[src/rtl/pipe_de_skid_pkg.sv]
`default_nettype none
// ============================================================================
// Module      : pipe_pkg (package)
// Description : Shared types and default widths for the decode->execute
//               pipeline stage and its generic skid buffer.
//               - de_ctrl_t    : packed execute control word
//               - skid_state_e : skid-buffer occupancy state
//               - payload_w()  : total packed payload width helper
// Revision    : 1.0 - initial release
// ============================================================================
package pipe_pkg;

    localparam int ALU_OP_W   = 4;   // ALU opcode width, identical on both sides
    localparam int MUX_RES_W  = 2;   // result-select width
    localparam int ADDR_W_DEF = 5;   // default register address width
    localparam int DATA_W_DEF = 32;  // default lane / operand width
    localparam int NUM_D_DEF  = 25;  // default number of data lanes

    // Execute control word; write enables sit in the two LSBs.
    typedef struct packed {
        logic [ALU_OP_W-1:0]  alu_op;
        logic [MUX_RES_W-1:0] mux_result;
        logic                 mux_dir_write;
        logic                 mux_dir_mem;
        logic                 mux_dato;
        logic                 write_mem;
        logic                 write_reg;
    } de_ctrl_t;

    localparam int CTRL_W = $bits(de_ctrl_t);

    // EMPTY: main invalid; BUSY: main valid, skid empty; FULL: both valid.
    typedef enum logic [1:0] {
        ST_EMPTY = 2'd0,
        ST_BUSY  = 2'd1,
        ST_FULL  = 2'd2
    } skid_state_e;

    // Payload = ctrl + lanes + operand A + operand B + write address.
    function automatic int payload_w(input int num_d, input int data_w, input int addr_w);
        return CTRL_W + num_d * data_w + 2 * data_w + addr_w;
    endfunction

endpackage : pipe_pkg
`default_nettype wire

[src/rtl/pipe_de_skid_if.sv]
`default_nettype none
// ============================================================================
// Module      : pipe_de_skid_if (interface)
// Description : Valid/ready handshake plus decode->execute payload.
//               master : drives valid and payload, receives ready
//               slave  : receives valid and payload, drives ready
//               Signals: valid, ready, alu_op, mux_result, mux_dir_write,
//               mux_dir_mem, mux_dato, write_mem, write_reg,
//               data (lane i at [i*DATA_W +: DATA_W]), val_a, val_b,
//               dir_write.
// Revision    : 1.0 - initial release
// ============================================================================
interface pipe_de_skid_if
    import pipe_pkg::*;
#(
    parameter int NUM_D  = NUM_D_DEF,
    parameter int DATA_W = DATA_W_DEF,
    parameter int ADDR_W = ADDR_W_DEF
);

    logic                    valid;
    logic                    ready;
    logic [ALU_OP_W-1:0]     alu_op;
    logic [MUX_RES_W-1:0]    mux_result;
    logic                    mux_dir_write;
    logic                    mux_dir_mem;
    logic                    mux_dato;
    logic                    write_mem;
    logic                    write_reg;
    logic [NUM_D*DATA_W-1:0] data;
    logic [DATA_W-1:0]       val_a;
    logic [DATA_W-1:0]       val_b;
    logic [ADDR_W-1:0]       dir_write;

    modport master (
        output valid, alu_op, mux_result, mux_dir_write, mux_dir_mem, mux_dato,
               write_mem, write_reg, data, val_a, val_b, dir_write,
        input  ready
    );

    modport slave (
        input  valid, alu_op, mux_result, mux_dir_write, mux_dir_mem, mux_dato,
               write_mem, write_reg, data, val_a, val_b, dir_write,
        output ready
    );

endinterface : pipe_de_skid_if
`default_nettype wire

[src/rtl/pipe_skid_buf.sv]
`default_nettype none
// ============================================================================
// Module      : pipe_skid_buf
// Description : Generic two-entry (main + skid) valid/ready pipeline register
//               with synchronous flush. Fully registered: in_ready_o depends
//               only on stored state, never combinationally on out_ready_i.
// Ports       : clk           in   clock, rising edge
//               rst_n         in   synchronous active-low reset
//               flush_i       in   drop both entries (and a same-cycle accept)
//               in_valid_i    in   upstream valid
//               in_ready_o    out  stage can accept (registered)
//               in_payload_i  in   upstream payload
//               out_valid_o   out  main entry valid
//               out_ready_i   in   downstream accepts
//               out_payload_o out  main entry payload
// Revision    : 1.0 - initial release
// ============================================================================
module pipe_skid_buf
    import pipe_pkg::*;
#(
    parameter int PAYLOAD_W = 8
) (
    input  logic                 clk,
    input  logic                 rst_n,
    input  logic                 flush_i,
    input  logic                 in_valid_i,
    output logic                 in_ready_o,
    input  logic [PAYLOAD_W-1:0] in_payload_i,
    output logic                 out_valid_o,
    input  logic                 out_ready_i,
    output logic [PAYLOAD_W-1:0] out_payload_o
);

    skid_state_e          state_q;
    logic                 in_ready_q;
    logic                 out_valid_q;
    logic [PAYLOAD_W-1:0] main_q;
    logic [PAYLOAD_W-1:0] skid_q;

    logic accept;
    logic pop;

    assign accept = in_valid_i  & in_ready_q;
    assign pop    = out_valid_q & out_ready_i;

    // in_ready_q and out_valid_q are updated together with state_q so that
    // in_ready_q == (state_q != FULL) and out_valid_q == (state_q != EMPTY)
    // hold at every edge, except that in_ready_q stays low for the first
    // cycle after reset.
    always_ff @(posedge clk) begin
        if (!rst_n) begin
            state_q     <= ST_EMPTY;
            in_ready_q  <= 1'b0;
            out_valid_q <= 1'b0;
            main_q      <= '0;
            skid_q      <= '0;
        end else if (flush_i) begin
            // Flush wins over accept and pop; payload contents are left as-is
            // because out_valid_q alone marks them dead.
            state_q     <= ST_EMPTY;
            in_ready_q  <= 1'b1;
            out_valid_q <= 1'b0;
        end else begin
            case (state_q)
                ST_EMPTY: begin
                    in_ready_q <= 1'b1;
                    if (accept) begin
                        main_q      <= in_payload_i;
                        state_q     <= ST_BUSY;
                        out_valid_q <= 1'b1;
                    end
                end
                ST_BUSY: begin
                    if (accept && pop) begin
                        main_q <= in_payload_i;
                    end else if (accept) begin
                        // Downstream stalled: park the new payload behind main.
                        skid_q     <= in_payload_i;
                        state_q    <= ST_FULL;
                        in_ready_q <= 1'b0;
                    end else if (pop) begin
                        state_q     <= ST_EMPTY;
                        out_valid_q <= 1'b0;
                    end
                end
                ST_FULL: begin
                    if (pop) begin
                        main_q     <= skid_q;
                        state_q    <= ST_BUSY;
                        in_ready_q <= 1'b1;
                    end
                end
                default: begin
                    state_q     <= ST_EMPTY;
                    in_ready_q  <= 1'b1;
                    out_valid_q <= 1'b0;
                end
            endcase
        end
    end

    assign in_ready_o    = in_ready_q;
    assign out_valid_o   = out_valid_q;
    assign out_payload_o = main_q;

endmodule : pipe_skid_buf
`default_nettype wire

[src/rtl/pipe_de_skid.sv]
`default_nettype none
// ============================================================================
// Module      : pipe_de_skid
// Description : Decode->execute pipeline stage. Packs control word, NUM_D
//               data lanes, operands A/B and write-back address into one
//               payload, carries it through a two-entry skid buffer, and
//               forces the write enables low whenever the output is a bubble.
//               The ALU opcode width is fixed by pipe_pkg::ALU_OP_W.
// Ports       : clk     in   clock, rising edge
//               rst_n   in   synchronous active-low reset
//               flush   in   synchronous kill of all held entries
//               in_if   slave  upstream handshake + payload (in_*)
//               out_if  master downstream handshake + payload (out_*)
// Revision    : 1.0 - initial release
// ============================================================================
module pipe_de_skid
    import pipe_pkg::*;
#(
    parameter int DATA_W = DATA_W_DEF,
    parameter int NUM_D  = NUM_D_DEF,
    parameter int ADDR_W = ADDR_W_DEF
) (
    input  logic           clk,
    input  logic           rst_n,
    input  logic           flush,
    pipe_de_skid_if.slave  in_if,
    pipe_de_skid_if.master out_if
);

    localparam int DATA_BITS = NUM_D * DATA_W;
    localparam int PAYLOAD_W = payload_w(NUM_D, DATA_W, ADDR_W);

    // Payload field offsets, LSB first: dir_write, val_b, val_a, data, ctrl.
    localparam int OFS_VB   = ADDR_W;
    localparam int OFS_VA   = OFS_VB + DATA_W;
    localparam int OFS_DATA = OFS_VA + DATA_W;
    localparam int OFS_CTRL = OFS_DATA + DATA_BITS;

    de_ctrl_t               in_ctrl;
    de_ctrl_t               out_ctrl;
    logic [PAYLOAD_W-1:0]   in_payload;
    logic [PAYLOAD_W-1:0]   out_payload;
    logic                   out_valid;

    assign in_ctrl.alu_op        = in_if.alu_op;
    assign in_ctrl.mux_result    = in_if.mux_result;
    assign in_ctrl.mux_dir_write = in_if.mux_dir_write;
    assign in_ctrl.mux_dir_mem   = in_if.mux_dir_mem;
    assign in_ctrl.mux_dato      = in_if.mux_dato;
    assign in_ctrl.write_mem     = in_if.write_mem;
    assign in_ctrl.write_reg     = in_if.write_reg;

    assign in_payload = {in_ctrl, in_if.data, in_if.val_a, in_if.val_b, in_if.dir_write};

    pipe_skid_buf #(
        .PAYLOAD_W (PAYLOAD_W)
    ) u_skid (
        .clk           (clk),
        .rst_n         (rst_n),
        .flush_i       (flush),
        .in_valid_i    (in_if.valid),
        .in_ready_o    (in_if.ready),
        .in_payload_i  (in_payload),
        .out_valid_o   (out_valid),
        .out_ready_i   (out_if.ready),
        .out_payload_o (out_payload)
    );

    assign out_ctrl = out_payload[OFS_CTRL +: CTRL_W];

    assign out_if.valid         = out_valid;
    assign out_if.alu_op        = out_ctrl.alu_op;
    assign out_if.mux_result    = out_ctrl.mux_result;
    assign out_if.mux_dir_write = out_ctrl.mux_dir_write;
    assign out_if.mux_dir_mem   = out_ctrl.mux_dir_mem;
    assign out_if.mux_dato      = out_ctrl.mux_dato;
    // A flushed or drained entry keeps its old payload; the enables must not
    // leak through on such a bubble.
    assign out_if.write_mem     = out_ctrl.write_mem & out_valid;
    assign out_if.write_reg     = out_ctrl.write_reg & out_valid;
    assign out_if.data          = out_payload[OFS_DATA +: DATA_BITS];
    assign out_if.val_a         = out_payload[OFS_VA +: DATA_W];
    assign out_if.val_b         = out_payload[OFS_VB +: DATA_W];
    assign out_if.dir_write     = out_payload[0 +: ADDR_W];

endmodule : pipe_de_skid
`default_nettype wire

[src/flat_wrapper.sv]
// flat-port wrapper written by rule: the top's interface ports become plain ports
module pipe_de_skid_flat import pipe_pkg::*;
#(
    parameter int DATA_W = DATA_W_DEF,
    parameter int NUM_D  = NUM_D_DEF,
    parameter int ADDR_W = ADDR_W_DEF
)
  (clk, rst_n, flush, in_if_valid, in_if_alu_op, in_if_mux_result, in_if_mux_dir_write, in_if_mux_dir_mem, in_if_mux_dato, in_if_write_mem, in_if_write_reg, in_if_data, in_if_val_a, in_if_val_b, in_if_dir_write, in_if_ready, out_if_valid, out_if_alu_op, out_if_mux_result, out_if_mux_dir_write, out_if_mux_dir_mem, out_if_mux_dato, out_if_write_mem, out_if_write_reg, out_if_data, out_if_val_a, out_if_val_b, out_if_dir_write, out_if_ready);
  pipe_de_skid_if #(.NUM_D(NUM_D), .DATA_W(DATA_W), .ADDR_W(ADDR_W)) in_if_i ();
  pipe_de_skid_if #(.NUM_D(NUM_D), .DATA_W(DATA_W), .ADDR_W(ADDR_W)) out_if_i ();
  input  logic clk;
  input  logic rst_n;
  input  logic flush;
  input wire logic [$bits(in_if_i.valid)-1:0] in_if_valid;
  input wire logic [$bits(in_if_i.alu_op)-1:0] in_if_alu_op;
  input wire logic [$bits(in_if_i.mux_result)-1:0] in_if_mux_result;
  input wire logic [$bits(in_if_i.mux_dir_write)-1:0] in_if_mux_dir_write;
  input wire logic [$bits(in_if_i.mux_dir_mem)-1:0] in_if_mux_dir_mem;
  input wire logic [$bits(in_if_i.mux_dato)-1:0] in_if_mux_dato;
  input wire logic [$bits(in_if_i.write_mem)-1:0] in_if_write_mem;
  input wire logic [$bits(in_if_i.write_reg)-1:0] in_if_write_reg;
  input wire logic [$bits(in_if_i.data)-1:0] in_if_data;
  input wire logic [$bits(in_if_i.val_a)-1:0] in_if_val_a;
  input wire logic [$bits(in_if_i.val_b)-1:0] in_if_val_b;
  input wire logic [$bits(in_if_i.dir_write)-1:0] in_if_dir_write;
  output wire logic [$bits(in_if_i.ready)-1:0] in_if_ready;
  output wire logic [$bits(out_if_i.valid)-1:0] out_if_valid;
  output wire logic [$bits(out_if_i.alu_op)-1:0] out_if_alu_op;
  output wire logic [$bits(out_if_i.mux_result)-1:0] out_if_mux_result;
  output wire logic [$bits(out_if_i.mux_dir_write)-1:0] out_if_mux_dir_write;
  output wire logic [$bits(out_if_i.mux_dir_mem)-1:0] out_if_mux_dir_mem;
  output wire logic [$bits(out_if_i.mux_dato)-1:0] out_if_mux_dato;
  output wire logic [$bits(out_if_i.write_mem)-1:0] out_if_write_mem;
  output wire logic [$bits(out_if_i.write_reg)-1:0] out_if_write_reg;
  output wire logic [$bits(out_if_i.data)-1:0] out_if_data;
  output wire logic [$bits(out_if_i.val_a)-1:0] out_if_val_a;
  output wire logic [$bits(out_if_i.val_b)-1:0] out_if_val_b;
  output wire logic [$bits(out_if_i.dir_write)-1:0] out_if_dir_write;
  input wire logic [$bits(out_if_i.ready)-1:0] out_if_ready;
  assign in_if_i.valid = in_if_valid;
  assign in_if_i.alu_op = in_if_alu_op;
  assign in_if_i.mux_result = in_if_mux_result;
  assign in_if_i.mux_dir_write = in_if_mux_dir_write;
  assign in_if_i.mux_dir_mem = in_if_mux_dir_mem;
  assign in_if_i.mux_dato = in_if_mux_dato;
  assign in_if_i.write_mem = in_if_write_mem;
  assign in_if_i.write_reg = in_if_write_reg;
  assign in_if_i.data = in_if_data;
  assign in_if_i.val_a = in_if_val_a;
  assign in_if_i.val_b = in_if_val_b;
  assign in_if_i.dir_write = in_if_dir_write;
  assign in_if_ready = in_if_i.ready;
  assign out_if_valid = out_if_i.valid;
  assign out_if_alu_op = out_if_i.alu_op;
  assign out_if_mux_result = out_if_i.mux_result;
  assign out_if_mux_dir_write = out_if_i.mux_dir_write;
  assign out_if_mux_dir_mem = out_if_i.mux_dir_mem;
  assign out_if_mux_dato = out_if_i.mux_dato;
  assign out_if_write_mem = out_if_i.write_mem;
  assign out_if_write_reg = out_if_i.write_reg;
  assign out_if_data = out_if_i.data;
  assign out_if_val_a = out_if_i.val_a;
  assign out_if_val_b = out_if_i.val_b;
  assign out_if_dir_write = out_if_i.dir_write;
  assign out_if_i.ready = out_if_ready;
  pipe_de_skid #(.DATA_W(DATA_W), .NUM_D(NUM_D), .ADDR_W(ADDR_W)) u_core (.clk(clk), .rst_n(rst_n), .flush(flush), .in_if(in_if_i), .out_if(out_if_i));
endmodule
[config.mk]
export PLATFORM = sky130hd
export DESIGN_NAME = pipe_de_skid_flat
export DESIGN_NICKNAME = d
export VERILOG_FILES = /design/src/rtl/pipe_de_skid_pkg.sv /design/src/rtl/pipe_de_skid_if.sv /design/src/rtl/pipe_skid_buf.sv /design/src/rtl/pipe_de_skid.sv /design/src/flat_wrapper.sv
export SDC_FILE = /design/constraint.sdc
export NUM_CORES = 2
export LEC_CHECK = 0
export CAP_MARGIN = 20
export CORE_AREA = 2 2 685 687
export DETAILED_ROUTE_END_ITERATION = 12
export DIE_AREA = 0 0 687 689
export HOLD_SLACK_MARGIN = 0.05
export MAX_ROUTING_LAYER = met4
export SYNTH_ARGS = -nofsm -noshare
export SYNTH_HDL_FRONTEND = slang
export SYNTH_SLANG_ARGS = --single-unit
[constraint.sdc]
create_clock -name clk -period 4.05 [get_ports clk]
set_input_delay 0.6075 -clock clk [delete_from_list [all_inputs] [get_ports clk]]
set_output_delay 0.6075 -clock clk [all_outputs]
set_load 0.01 [all_outputs]
==> metrics.log <==
[metrics] run status: completed
[metrics] CTS Root Buffer Type: clkbuf_16
[metrics] clock network fraction of total power: 0.466
[metrics] fin crit period: 3.064 ns
[metrics] Routed Wire Length: 438.5 mm
[metrics] biggest area consumer among synthesized cells: dfxtp_1
[metrics] worst slew margin relative to its limit: 0.1786
[metrics] max-slew violation total from the final report: 0
[metrics] CTS H-tree depth: 4
[metrics] Mean Syn Cell Area: ~9.0 sq um
[metrics] via count of the first global-routing pass: ~61000
[metrics] Critical Path Source Type: flop
[metrics] number of nets in the layout: just over 10000
[metrics] Final Setup Violations: 0
[metrics] Post-route DRC: 0
[metrics] number of antenna violations at the first check in global routing: 224
[metrics] worst slew pin tran: approximately 1.2 ns
[metrics] share of the clock period used by the worst path: 0.7566
[metrics] largest clock skew in the final design: around 0.066 ns
[metrics] most common cell after layout, fill and taps aside: clkdlybuf4s50_1
[metrics] detailed placer's ending HPWL: 342.6 mm
[metrics] combinational share of power: 0.117
[metrics] count of cells along the worst hold path: 3
[metrics] fmax: 326.4 MHz
[metrics] warnings from Yosys: 0
[metrics] layout cell share with drive strength beyond 1: 0.06138
[metrics] quantity of I/O buffers inserted on ports: around 1800
[metrics] first drt pass iteration count: 5
[metrics] Std-Cell Rows: between 200 and 300
[metrics] drt wl/cell: between 20 and 30 um
[metrics] clk slew on worst S/H paths: 0.06 ns
[metrics] maximum number of pins on one net before global-route repair: roughly 170
[metrics] worst IR drop on VDD: approximately 0.00037 V
[metrics] number of vias after detailed routing: roughly 66000
[metrics] worst-case clock buffer depth: 4
[metrics] post-synth top area share: 0.4515
[metrics] required time of the critical path: between 4 and 5 ns
[metrics] Hold Crit Class: primary input to flop
[metrics] buffers inserted during post-CTS setup optimization: 0
[metrics] count of clock tree sinks: about 1800
[metrics] instance count of the mapped netlist: between 8000 and 9000
[metrics] most frequent cells in the layout: clkdlybuf4s50_1 (1765), dfxtp_1 (1764), nand2_1 (1763)
[metrics] source-to-sink clock delay at the later pin of the worst-skew pair: around 0.93 ns
[metrics] power per cell area: about 420 nW/um^2
[metrics] leakage power summed over all cells: roughly 0.043 uW
[metrics] area of the core: about 470000 sq um
[metrics] crit-path max FO: between 70 and 80
[metrics] remaining antenna violation count after routing: 0
[metrics] IO Count: ~1800
[metrics] routability congestion estimate: between 0.9 and 1
[metrics] horizontal die dimension: slightly below 700 um
[metrics] Internal: about 32000 uW
[metrics] count of different cell masters after synthesis: 28
[metrics] Overall Global Routing Usage: 0.1802
[metrics] power share of the sequential group: 0.417
[metrics] CTS hold repair buffers: 0
[metrics] switching fraction of total power: 0.2678
[metrics] leading cell types by total area after synthesis: dfxtp_1 (45%), mux2i_1 (11%), nand2_1 (8.5%), a21boi_0 (8.4%), o31ai_1 (8.4%)
[metrics] sequential share of the synthesized area: 0.4515
[metrics] number of storage elements in the synthesis netlist: around 1800
[metrics] Psw: approximately 12000 uW
[metrics] number of buffers added by the clock tree synthesis step: 214
[metrics] post-layout util: 0.2239
[metrics] routed via count divided by cell count: around 4.2
[metrics] starting density of the core: 0.1678
[metrics] kind of critical path: flop to flop
[metrics] crit end category: flop
[metrics] final setup TNS: 0 ns
[metrics] Syn-to-layout area delta: 33.39%
[metrics] Die ar.: 473300 sq um
[metrics] initial drt markers: slightly below 6000
[metrics] Register-to-Register Path Depth: 6
[metrics] setup repair after global routing missed its margin: false
[metrics] number of max-cap violations: 0
[metrics] total congestion overflow after global routing: 0
[metrics] total standard cell area after synthesis: ~78000 sq um
[metrics] CTS tree: yes
[metrics] number of instances resized during post-cts repair: 0
[metrics] vertical die dimension: 689 um
[metrics] data arrival time at the worst-slack endpoint: 3.84 ns
[metrics] number of nets produced by synthesis: approximately 9600
[metrics] Fin. Hold Viols: 0
[metrics] global-route wire length before repair: around 570 mm
[cell usage after synthesis]
| cell | instances |
|---|---|
| or2_1 | 1 |
| o21ai_0 | 1 |
| a31oi_1 | 2 |
| mux2i_1 | 880 |
| a211oi_2 | 1 |
| and3_1 | 1 |
| nand4_1 | 1 |
| nor4_2 | 1 |
| buf_1 | 33 |
| o31a_1 | 1 |
| a21oi_1 | 885 |
| nor2b_1 | 1 |
| inv_1 | 3 |
| dfxtp_1 | 1764 |
| clkbuf_1 | 607 |
| nor2_1 | 2 |
| nand2_1 | 1763 |
| a21boi_0 | 880 |
| nand3_1 | 1 |
| o31ai_1 | 880 |
| nand2b_1 | 2 |
| and3b_1 | 1 |
| a221oi_1 | 1 |
| or3_1 | 1 |
| and2_1 | 2 |
| buf_4 | 876 |
| nand3b_1 | 1 |
| buf_2 | 141 |
[metal layers]
metal  share of wire  vias to the layer above  GRT usage  routed length (um)
li1                -                    30760          -                   -
met1            0.39                    31930     0.2066              170900
met2            0.43                     2727     0.2637              188200
met3            0.12                      741    0.08085               52460
met4           0.061                        0    0.09249               26860
met5               0                        -          -                   0
[logic make-up after synthesis]
logic type             Yosys count  synth area share
AO/OA/AOI/OAI                 2651            0.2261
buffers and inverters         1660            0.1239
flip-flops                    1764            0.4515
multiplexers                   880            0.1126
AND/OR/NAND/NOR               1778           0.08585
[layout make-up]
| cell class | count | area (sq um) |
|---|---|---|
| Fill cell | 50600 | 361700 |
| Sequential cell | 1764 | 35310 |
| Multi-Input combinational cell | 5309 | 33240 |
| Timing Repair Buffer | 1984 | 20370 |
| Tap cell | 6198 | 7755 |
| Clock buffer | 301 | 6245 |
| Clock inverter | 88 | 1095 |
| Antenna cell | 120 | 300.3 |
| Inverter | 3 | 11.26 |
[registers in the layout, indices dropped and copies added, names as in the netlist]
name,cells
u_core.u_skid.out_payload_o,880
u_core.u_skid.skid_q,880
u_core.u_skid.state_q,2
u_core.u_skid.in_ready_o,1
u_core.u_skid.out_valid_o,1
[critical path, stage by stage (launching register included)]
cell and delay (ns):
dfxtp_1 0.46, nand2b_4 0.45, buf_4 0.40, buf_12 0.42, buf_4 0.48, mux2i_1 0.35, a21oi_1 0.11
[path summary, 6_finish.rpt]
path                                          startpoint  slack (ns)                                             to
hold / removal                                     rst_n        0.20  u_core.u_skid.out_payload_o[202]$_SDFFE_PN0P_
hold reg to reg   u_core.u_skid.skid_q[699]$_SDFFE_PN0P_        0.46         u_core.u_skid.skid_q[699]$_SDFFE_PN0P_
setup / recovery   u_core.u_skid.state_q[0]$_SDFFE_PP0P_        0.99   u_core.u_skid.out_payload_o[94]$_SDFFE_PN0P_
setup reg to reg   u_core.u_skid.state_q[0]$_SDFFE_PP0P_        0.99   u_core.u_skid.out_payload_o[94]$_SDFFE_PN0P_
[power groups by stage]
stage	clock [uW]	sequential [uW]	combinational (uW)
after floorplan	0	18500	2330
after global placement	0	18600	5120
after detailed placement	0	18600	5130
after CTS	20900	18200	5150
after global routing	21500	18300	5360
final	20400	18200	5110
[stage by stage]
stage / setup slack, ns / area (sq um) / power, uW / std cells / hold slack, ns
after floorplan: 1.984 / 78220 / 20820 / 8733 / 0.4428
after global placement: 0.7257 / 96700 / 23730 / 15260 / 0.4478
after detailed placement: 0.7067 / 96700 / 23730 / 15260 / 0.4547
after CTS: 0.9119 / 104000 / 44320 / 15650 / 0.1231
after global routing: 0.7973 / 104300 / 45200 / 15750 / 0.1474
final: 0.9859 / 104300 / 43720 / 15770 / 0.2002
(Power assumes the default switching activity.)
